<file path="src/rtl/fetch_stage.sv">
`default_nettype none
// ============================================================================
//  Module   : fetch_stage
//  Brief    : Instruction fetch stage and IF/ID pipeline register for the
//             16-bit pipelined CPU. Talks to a variable-latency instruction
//             memory, absorbs stalls in a one-entry skid buffer, drops stale
//             responses after a redirect and freezes on HLT.
//  Revision : 1.0  initial release
// ============================================================================
module fetch_stage #(
    parameter logic [15:0] RESET_PC = 16'h0000,
    parameter logic [15:0] NOP_INST = 16'hA000
) (
    input  logic        clk,
    input  logic        rst,
    input  logic        stall,
    input  logic        IF_Flush,
    input  logic [15:0] br_target,
    output logic        imem_req,
    output logic [15:0] imem_addr,
    input  logic        imem_rdy,
    input  logic [15:0] imem_data,
    output logic [15:0] IF_ID_Inst,
    output logic [15:0] IF_ID_PCp2,
    output logic        IF_ID_valid,
    output logic        halted
);

    // FETCH   : a request at r_pc is on the bus
    // DISCARD : the request on the bus is stale; r_pendPc holds the redirect
    // HOLD    : a response sits in the skid buffer while ID is stalled
    // HALTED  : HLT is resident in IF/ID, no requests issued
    typedef enum logic [1:0] {
        ST_FETCH   = 2'd0,
        ST_DISCARD = 2'd1,
        ST_HOLD    = 2'd2,
        ST_HALTED  = 2'd3
    } state_t;

    state_t      r_state;
    logic [15:0] r_pc;
    logic [15:0] r_pendPc;
    logic [15:0] r_bufInst;
    logic [15:0] r_bufPc;
    logic [15:0] r_ifInst;
    logic [15:0] r_ifPcp2;
    logic        r_ifValid;

    state_t      w_stateNext;
    logic [15:0] w_pcNext;
    logic [15:0] w_pendPcNext;
    logic [15:0] w_bufInstNext;
    logic [15:0] w_bufPcNext;
    logic [15:0] w_ifInstNext;
    logic [15:0] w_ifPcp2Next;
    logic        w_ifValidNext;

    logic [15:0] w_pcPlus2;
    logic        w_outstanding;

    assign w_pcPlus2     = r_pc + 16'd2;
    assign w_outstanding = (r_state == ST_FETCH) || (r_state == ST_DISCARD);

    // Next-state and next-register computation; priority is flush > stall > normal
    always_comb begin
        w_stateNext   = r_state;
        w_pcNext      = r_pc;
        w_pendPcNext  = r_pendPc;
        w_bufInstNext = r_bufInst;
        w_bufPcNext   = r_bufPc;
        w_ifInstNext  = r_ifInst;
        w_ifPcp2Next  = r_ifPcp2;
        w_ifValidNext = r_ifValid;

        if (IF_Flush) begin
            w_ifInstNext  = NOP_INST;
            w_ifValidNext = 1'b0;
            w_bufInstNext = NOP_INST;
            w_bufPcNext   = 16'h0000;
            if (w_outstanding && !imem_rdy) begin
                // The memory still owes us a response: let it finish, then redirect
                w_pendPcNext = br_target;
                w_stateNext  = ST_DISCARD;
            end else begin
                w_pcNext    = br_target;
                w_stateNext = ST_FETCH;
            end
        end else begin
            case (r_state)
                ST_FETCH: begin
                    if (imem_rdy) begin
                        w_pcNext = w_pcPlus2;
                        if (stall) begin
                            w_bufInstNext = imem_data;
                            w_bufPcNext   = r_pc;
                            w_stateNext   = ST_HOLD;
                        end else begin
                            w_ifInstNext  = imem_data;
                            w_ifPcp2Next  = w_pcPlus2;
                            w_ifValidNext = 1'b1;
                            w_stateNext   = (imem_data[15:12] == 4'hF) ? ST_HALTED : ST_FETCH;
                        end
                    end else if (!stall) begin
                        w_ifInstNext  = NOP_INST;
                        w_ifValidNext = 1'b0;
                    end
                end
                ST_DISCARD: begin
                    if (imem_rdy) begin
                        w_pcNext    = r_pendPc;
                        w_stateNext = ST_FETCH;
                    end
                end
                ST_HOLD: begin
                    if (!stall) begin
                        w_ifInstNext  = r_bufInst;
                        w_ifPcp2Next  = r_bufPc + 16'd2;
                        w_ifValidNext = 1'b1;
                        w_bufInstNext = NOP_INST;
                        w_bufPcNext   = 16'h0000;
                        w_stateNext   = (r_bufInst[15:12] == 4'hF) ? ST_HALTED : ST_FETCH;
                    end
                end
                default: begin
                    // HALTED: everything holds until a flush or reset
                end
            endcase
        end
    end

    // State, PC, skid buffer and IF/ID registers
    always_ff @(posedge clk) begin
        if (rst) begin
            r_state   <= ST_FETCH;
            r_pc      <= RESET_PC;
            r_pendPc  <= 16'h0000;
            r_bufInst <= NOP_INST;
            r_bufPc   <= 16'h0000;
            r_ifInst  <= NOP_INST;
            r_ifPcp2  <= 16'h0000;
            r_ifValid <= 1'b0;
        end else begin
            r_state   <= w_stateNext;
            r_pc      <= w_pcNext;
            r_pendPc  <= w_pendPcNext;
            r_bufInst <= w_bufInstNext;
            r_bufPc   <= w_bufPcNext;
            r_ifInst  <= w_ifInstNext;
            r_ifPcp2  <= w_ifPcp2Next;
            r_ifValid <= w_ifValidNext;
        end
    end

    // A stale request in DISCARD keeps its original address until it completes
    assign imem_req    = !rst && w_outstanding;
    assign imem_addr   = r_pc;
    assign IF_ID_Inst  = r_ifInst;
    assign IF_ID_PCp2  = r_ifPcp2;
    assign IF_ID_valid = r_ifValid;
    assign halted      = (r_state == ST_HALTED);

endmodule
`default_nettype wire

</file>
<file path="config.mk">
export PLATFORM = sky130hd
export DESIGN_NAME = fetch_stage
export DESIGN_NICKNAME = d
export VERILOG_FILES = /design/src/rtl/fetch_stage.sv
export SDC_FILE = /design/constraint.sdc
export NUM_CORES = 1
export LEC_CHECK = 0
export BUFFER_PORTS_ARGS = -buffer_cell sky130_fd_sc_hd__buf_2
export CORE_UTILIZATION = 55
export DETAILED_ROUTE_END_ITERATION = 12
export PLACE_DENSITY_LB_ADDON = 0.12
export SLEW_MARGIN = 20
export SYNTH_ARGS = -nofsm -noshare
export SYNTH_HDL_FRONTEND = slang
export SYNTH_SLANG_ARGS = --single-unit
</file>
<file path="constraint.sdc">
create_clock -name clk -period 2.8 [get_ports clk]
set_clock_uncertainty 0.05 [all_clocks]
set_input_delay 0.28 -clock clk [delete_from_list [all_inputs] [get_ports clk]]
set_output_delay 0.28 -clock clk [all_outputs]
set_load 0.02 [all_outputs]
</file>
==> impl_metrics.tcl <==
set metrics [dict create \
    relSlewSlack 0.351 \
    die_area_um2 9080 \
    synthArstFlopShare 0 \
    synth_cell_types 57 \
    grt_pass1_wl_um 18800 \
    floorplan.io_pins 88 \
    clockBufferDepth 2 \
    synth_top_area_frac 0.414 \
    drt_drc_violations_left 0 \
    yosysMostFrequentCell "dfxtp_1" \
    synth_cells 551 \
    avgSynthCellArea_um2 8.69 \
    place_area_um2 5220 \
    cp_max_fo 19 \
    row_count 33 \
    synth_flop_cell "dfxtp_1" \
    area_growth_pct 13.9 \
    fill_cells 726 \
    hold_ws_ns 0.105 \
    cts.repair.resized 0 \
    vias 4352 \
    cts_tree "yes" \
    rsz0062_at_grt "false" \
    drive_gt1_frac 0.206 \
    ys_seq_area_frac 0.414 \
    worstPathRequired_ns 3.00 \
    design_area_um2 5450 \
    final_nets 663 \
    cp.arrival_ns 2.60 \
    viasPerCell 5.96 \
    max_slew.worst_pin.slew_ns 0.973 \
    yosysWarnings 0 \
    outcome "finished clean" \
    cts_sinks 99 \
    grt_max_degree 48 \
    die_w_um 95.3 \
    antenna_found_initial 0 \
    fmax_ghz 0.417 \
    netlist_area_um2 4790 \
    grt_use_total 0.269 \
    hold_path_class "primary input to flip-flop" \
    p_per_area_nw_per_um2 605 \
    critPathCaptureType "flip-flop" \
    slew_viol_final 0 \
    min_period_ns 2.40 \
    ir_worst_vdd_v 0.000361 \
    die_h_um 95.3 \
    path_clk_slew_ns 0.10 \
    drv_cap 0 \
    numCtsBuffers 9 \
    htreeDepth 3 \
    synth-seq-cells 99 \
    cts-root-buf "clkbuf_8" \
    hold_buffers 0 \
    dr.pass1.iters 5 \
    initial_core_util 0.577 \
    leakage_nw 2.25 \
    overflow 0 \
    port_buffers 87 \
    core_um2 8300 \
    synth_nets 594 \
    period_share 0.857 \
    clock_latency_ns 0.37 \
    setup_ws_ns 0.401 \
    hpwlAfterDp_um 8220 \
    setup_viol 0 \
    ys_top_cells_by_area "dfxtp_1, nor2_1, mux2i_1" \
    r2r_setup_slack_ns 0.40 \
    wl_per_cell_um 16.0 \
    post_cts_buffers 0 \
    synth.largest_area_cell "dfxtp_1" \
    ant_nets 0 \
    startpoint_type "flip-flop" \
    finalPower_mw 3.30 \
    grt_pass1_vias 3906 \
    report.final.hold_viol_count 0 \
    first_iter_violations 255 \
    wl_um 11700 \
    path_class "flip-flop to flip-flop" \
    synth-edff-count 0 \
    diodes 0 \
    setup_tns_ns 0 \
    synth_common_cells "dfxtp_1, nor2_1, a22oi_1" \
    place_ws_ns 0.448 \
    gp_congestion 0.834 \
]
## cells in the final DEF, fill, tap and decap left out, types with 5 or more instances in the layout
cell / instances
mux2i_1: 25
buf_2: 87
nand3_1: 10
and3_1: 10
a211oi_1: 8
a22oi_1: 32
and2_1: 5
nand2_1: 30
dfxtp_1: 99
a21oi_1: 30
nand3b_1: 6
inv_1: 16
clkbuf_8: 9
nor2_1: 91
nand4_1: 8
nor3_1: 21
o211ai_1: 6
xor2_1: 9
a221oi_1: 13
ha_1: 6
buf_4: 12
xnor2_1: 16
o21ai_0: 17
## logic make-up after synthesis
logic type | Yosys count | synth area share
xor+xnor | 25 | 0.0458
flops | 99 | 0.414
compound gates | 138 | 0.208
mux | 27 | 0.0601
buf+inv | 57 | 0.0588
fa+ha+maj | 6 | 0.0157
simple gates | 199 | 0.198
## worst max-delay path, cell delays in order (launching register included)
cell     delay (ns)
dfxtp_1        0.40
inv_1          0.08
ha_1           0.34
nor2_4         0.27
or3_1          0.80
mux2i_1        0.28
nor2_1         0.05
## layer usage
| metal | track usage | routed length, um |
|---|---|---|
| met1 | 0.333 | 5110 |
| met2 | 0.452 | 5700 |
| met3 | 0.0518 | 626 |
| met4 | 0.115 | 261 |
| met5 | 0 | 0 |
## registers in the layout, indices dropped and copies added (netlist names)
register and cells:
r_pendPc 16, r_bufPc 16, IF_ID_valid 1, IF_ID_Inst 16
r_state 2, IF_ID_PCp2 16, r_bufInst 16, imem_addr 16
## where the power goes
part	total (mW)	internal, mW	switching, mW
Sequential	1.57	1.48	0.0839
Combinational	0.679	0.255	0.424
Clock	1.05	0.517	0.531
## cell type report
| class | count | area [um2] | area share |
|---|---|---|---|
| Tap cell | 105 | 131 | 0.0241 |
| Multi-Input combinational cell | 395 | 2520 | 0.463 |
| Clock buffer | 9 | 124 | 0.0227 |
| Inverter | 16 | 60.1 | 0.0110 |
| Sequential cell | 99 | 1980 | 0.364 |
| Clock inverter | 7 | 105 | 0.0193 |
| Timing Repair Buffer | 99 | 526 | 0.0964 |
## final timing paths
path	start	endpoint	depth (start not counted)
setup reg to reg	r_state[0]$_SDFFE_PP0P_	r_pendPc[7]$_SDFFE_PP0P_	6
setup / recovery	r_state[0]$_SDFFE_PP0P_	r_pendPc[7]$_SDFFE_PP0P_	6
hold / removal	br_target[3]	r_pendPc[3]$_SDFFE_PP0P_	3
hold reg to reg	IF_ID_PCp2[3]$_SDFFE_PP0P_	IF_ID_PCp2[3]$_SDFFE_PP0P_	2
## stage by stage
stage | util | std cells
6_report | 0.657 | 730
5_1_grt | 0.657 | 730
4_1_cts | 0.657 | 730
3_5_place_dp | 0.629 | 714
3_3_place_gp | 0.629 | 714
2_1_floorplan | - | 551
No activity file was read; power rests on OpenSTA's default activity.
